File: config.mk
export PLATFORM = sky130hd
export DESIGN_NAME = uart_tx
export DESIGN_NICKNAME = d
export VERILOG_FILES = /design/src/rtl/uart_tx.sv
export SDC_FILE = /design/constraint.sdc
export NUM_CORES = 1
export LEC_CHECK = 0
export ABC_CLOCK_PERIOD_IN_PS = 3400
export CAP_MARGIN = 10
export CELL_PAD_IN_SITES_DETAIL_PLACEMENT = 1
export CELL_PAD_IN_SITES_GLOBAL_PLACEMENT = 1
export CORE_ASPECT_RATIO = 1.75
export CORE_MARGIN = 5
export CORE_UTILIZATION = 43
export DETAILED_ROUTE_END_ITERATION = 10
export GPL_TIMING_DRIVEN = 0
export MAX_ROUTING_LAYER = met4
export PLACE_DENSITY = 0.82
export RECOVER_POWER = 100
export SLEW_MARGIN = 20
export SYNTH_ARGS = -nofsm -noshare
export SYNTH_HDL_FRONTEND = slang
export SYNTH_SLANG_ARGS = --single-unit
File: constraint.sdc
create_clock -name clk -period 3.4 [get_ports clk]
set_clock_uncertainty 0.05 [all_clocks]
set_input_delay 0.34 -clock clk [delete_from_list [all_inputs] [get_ports clk]]
set_output_delay 0.34 -clock clk [all_outputs]
set_load 0.05 [all_outputs]
File: src/rtl/uart_tx.sv
// UART transmitter: accepts one W_OUT-bit word through a valid/ready handshake
// and sends it on tx as W_OUT/BITS_PER_WORD back-to-back UART packets, word 0 first.
// Each packet is a start bit (0), the data bits LSB first, then stop/padding bits of 1.
module uart_tx #(
   parameter int CLOCKS_PER_PULSE = 20833,
   parameter int BITS_PER_WORD    = 8,
   parameter int PACKET_SIZE      = BITS_PER_WORD + 5,
   parameter int W_OUT            = 16
) (
   input  logic             clk,
   input  logic             rstn,
   input  logic             s_valid,
   input  logic [W_OUT-1:0] s_data,
   output logic             s_ready,
   output logic             tx
);

   localparam int NUM_WORDS  = W_OUT / BITS_PER_WORD;
   localparam int TOTAL_BITS = NUM_WORDS * PACKET_SIZE;
   localparam int CNT_W      = $clog2(CLOCKS_PER_PULSE);
   localparam int BIT_W      = $clog2(TOTAL_BITS);

   localparam logic [CNT_W-1:0] CNT_LAST = CNT_W'(CLOCKS_PER_PULSE - 1);
   localparam logic [BIT_W-1:0] BIT_LAST = BIT_W'(TOTAL_BITS - 1);

   typedef enum logic {
      IDLE,
      SEND
   } state_t;

   state_t                  state;
   logic [TOTAL_BITS-1:0]   frame;
   // Holds the bits still to be sent; bit 0 of the frame goes straight into tx.
   logic [TOTAL_BITS-2:0]   shreg;
   logic [CNT_W-1:0]        clk_cnt;
   logic [BIT_W-1:0]        bit_cnt;

   // Build all framed packets from the incoming word; padding bits default to 1.
   always_comb begin
      // NOTE: assigning a full default first keeps every bit driven on every pass, so no latch is inferred.
      frame = '1;
      for (int w = 0; w < NUM_WORDS; w++) begin
         frame[w*PACKET_SIZE] = 1'b0;
         frame[w*PACKET_SIZE+1 +: BITS_PER_WORD] = s_data[w*BITS_PER_WORD +: BITS_PER_WORD];
      end
   end

   // Handshake, bit timing and serialization; tx and s_ready come straight from flops.
   always_ff @(posedge clk or negedge rstn) begin
      if (!rstn) begin
         state   <= IDLE;
         s_ready <= 1'b1;
         tx      <= 1'b1;
         shreg   <= '1;
         clk_cnt <= '0;
         bit_cnt <= '0;
      end else begin
         // NOTE: non-blocking assignments so every register samples values from before this edge.
         case (state)
            IDLE: begin
               if (s_valid) begin
                  state   <= SEND;
                  s_ready <= 1'b0;
                  tx      <= frame[0];
                  shreg   <= frame[TOTAL_BITS-1:1];
                  clk_cnt <= '0;
                  bit_cnt <= '0;
               end
            end
            SEND: begin
               if (clk_cnt == CNT_LAST) begin
                  clk_cnt <= '0;
                  if (bit_cnt == BIT_LAST) begin
                     state   <= IDLE;
                     s_ready <= 1'b1;
                     tx      <= 1'b1;
                     bit_cnt <= '0;
                  end else begin
                     bit_cnt <= bit_cnt + 1'b1;
                     tx      <= shreg[0];
                     shreg   <= {1'b1, shreg[TOTAL_BITS-2:1]};
                  end
               end else begin
                  clk_cnt <= clk_cnt + 1'b1;
               end
            end
            default: begin
               state   <= IDLE;
               s_ready <= 1'b1;
               tx      <= 1'b1;
            end
         endcase
      end
   end

endmodule

==> out/results.ini <==
[run_status]
status=complete, but fails checks
failed_checks=max-capacitance violations, max-slew violations

[setup_path]
worstReg2RegEnd=shreg[4]
cp_data_required_time_ps=3580
crit_path_max_fanout=10
slowest_stage=or4_1
worstPathCellList=inv_1 > ha_1 > or4bb_1 > or4_1 > clkbuf_1 > or3_1 > buf_4 > buf_6 > o22ai_1 > nor2_1
critPathMaxStageDelay_ps=530
critical_path_arrival_ps=3210
path_delay_family=simple AND/OR/NAND/NOR gates
worst_setup_path_start_kind=register
timing.reg2reg.setup_slack_ps=360
rr_worst_depth=10
path_buf_inv=4
timing.setup.critical_path_class=reg -> reg
worst_r2r_startpoint=clk_cnt[0]
crit_path_end_kind=register

[sta]
clock.fmax_mhz=329
worst_slew_margin_rel_pct=-12.3
finalWorstPathRequiredPeriod_ps=3040
worstMarginPinSlew_ps=1680
final.setup.tns_ps=0
rsz0062_at_grt=false
final_critical_path_setup_slack_ps=363
timing.final.max_slew_violations=33
final_hold_viols=0
fin_crit_sh_pct=89.3
setup-violations-final=0

[power]
power_per_cell_area_nw_per_um2=343
design_power_total_uw=883
vdd_drop_max_uv=291
power.leakage_nw=1.07

[min_path]
launch_point_of_the_worst_hold_path=shreg[11]
hold_class=reg -> reg
hold_depth=2
whs_endpoint=shreg[10]

[global_route]
antenna_violations_before_repair=0
grt_max_degree=33
grt_pass1_vias=2179
grt_pass1_wl_um=10400
track_usage_pct=19.6
grt.overflow.total=0

[synthesis]
number_of_unique_standard_cell_types_used_by_synthesis=34
synth.yosys.seq_area_share_pct=51.0
ys_ff_latch=44
ys.warnings.count=0
synthesis.instances=248
synth_fp_nets=271
post_synth_instance_area_um2=2220
synth_area_per_cell_um2=8.93

[cts]
cts_num_sinks=44
cts_root_buffer=clkbuf_8
clock_pin_slew_reported_for_the_worst_setup_and_hold_paths_after_clock_tree_synthesis_ps=80
postCtsSetupBuffers=0
cts_tree=built
clock_insertion_delay_worst_skew_ps=300
htree_levels=2
max-clock-path-buffers=2
cts_inserted_buffers=5

[layout]
num-nets-final=300
nFillCells=614
finalInstanceArea_um2=2570
multi_input_gate_area_um2=980
drive_above_1_share_pct=12.6
antennaDiodeCount=0
area.sequential_um2=1130
area_delta_synth_final_pct=16.1

[floorplanning]
initial_core_util_pct=44.5
die-area_um2=6750
dieWidth_um=64.3
top_level_ports=21
core.rowCount=34
core_um2=4980
dieHeight_um=105

[routing]
vias=1988
wl_per_cell_um=17.5
drcViolationCount=0
drt-total-wl_um=5810
detail_route.iter0.violations=68
drt_first_pass_iters=2
antenna_left=0
vias_per_inst=5.99

[placed_design]
detailed_place_hpwl_um=4390
io_buffer_count=20
detailedPlace.worstSlack_ps=225
globalplace.congestion=0.851
placement_stage_cell_area_um2=2500

[job]
max-cap-violations=1

## worst reg2reg max path: stages, from the launching register on
cell and delay, ps:
dfrtp_1 460, inv_1 100, ha_1 150, or4bb_1 520, or4_1 530, clkbuf_1 210, or3_1 390, buf_4 180
buf_6 150, o22ai_1 170, nor2_1 80
## where the power goes
group / leakage, nW / switching (mW) / internal, mW / total (mW)
Sequential: 0.512 / 0.00132 / 0.529 / 0.530
Combinational: 0.514 / 0.0165 / 0.0203 / 0.0367
Clock: 0.0422 / 0.172 / 0.144 / 0.316
Total: 1.07 / 0.190 / 0.693 / 0.883
## placed cells by master (no fill, tap or decap), types with 2 or more instances in the layout
cell / n
ha_1: 4
or3_1: 4
nand4_1: 4
dfrtp_1: 21
inv_1: 10
nor2b_1: 3
or4b_1: 2
dfstp_2: 23
clkdlybuf4s50_1: 17
and3_1: 3
nand2_1: 22
nand3_1: 11
dlygate4sd3_1: 3
o31ai_1: 2
clkbuf_8: 5
buf_2: 2
nor2_1: 26
o21ai_0: 25
o22ai_1: 16
a21oi_1: 10
a31oi_1: 14
clkbuf_1: 14
nor3_1: 23
## how the worst max path moves through the flow
stage,start,end,cells past startpoint,slack (ps)
after floorplan,clk_cnt[0],shreg[14],10,750
after global placement,clk_cnt[0],clk_cnt[9],8,370
after detailed placement,clk_cnt[0],clk_cnt[12],8,230
after CTS,clk_cnt[0],clk_cnt[9],8,230
after global routing,clk_cnt[0],shreg[4],10,180
final,clk_cnt[0],shreg[4],10,360
## cell type report
type	instances	share of cell area, %
multi-input cells	179	38.1
repair buffers	22	8.07
flip-flops and latches	44	43.9
inverters	10	1.46
clock buffers	7	2.97
plain buffers	15	2.72
well taps	54	2.63
clock inverters	1	0.194
## per-stage QoR
step	utilization [%]	instances	hold WS, ps
CTS	52.0	332	422
detailed placement	50.2	323	209
floorplan	-	248	-5.59
global route	51.7	332	472
global placement	49.9	322	418
finish	51.7	332	441
## registers in the layout (all words and copies together), names as in the netlist
register  cells
tx            1
clk_cnt      15
state         1
s_ready       1
shreg        21
bit_cnt       5
## logic make-up after synthesis
logic type	share of synthesized area, %
flip-flops	51.0
XOR/XNOR	0.395
AND/OR/NAND/NOR	23.0
buffers and inverters	4.91
adder cells (fa/ha/maj)	2.26
AO/OA/AOI/OAI	18.5
## metal layers
metal  global-route usage [%]  up-vias  share of wire [%]
met5                        -        -                  0
met4                     6.84        0                2.1
met3                     3.87       11                2.9
met2                     34.3       24                 56
met1                     21.4      998                 39
li1                         -      955                  -
## synthesized netlist by cell type
cell type  number  area share (%)
nand2_1        22             3.7
xor2_1          1            0.40
nor3_2          1            0.45
nand4_1         4             1.1
or4_1           1            0.34
o221ai_1        1            0.40
nor2_1         26             4.4
ha_1            4             2.3
clkbuf_1        9             1.5
o22ai_1        16             4.5
or4b_1          2            0.90
inv_1          10             1.7
nor2b_1         3            0.85
o31ai_2         1            0.56
and2_1          1            0.28
buf_4           1            0.34
o21ai_0        25             5.6
nor4_1          1            0.28
buf_1           1            0.17
buf_2           3            0.68
and3_1          3            0.85
dfstp_2        23              27
or4bb_1         1            0.51
a31oi_1        14             4.0
nor3_1         23             5.2
nand3_1        11             2.5
o31ai_1         1            0.34
o41ai_1         1            0.40
and4b_1         1            0.45
a21oi_1        10             2.3
a22o_1          1            0.40
buf_6           1            0.51
or3_1           4             1.1
dfrtp_1        21              24
## what timing repair did
item	4_1_cts	5_1_grt
gates resized for setup	0	0
hold buffers	1	0
endpoints found under the hold margin	9	0
No activity file was read; power rests on OpenSTA's default activity.
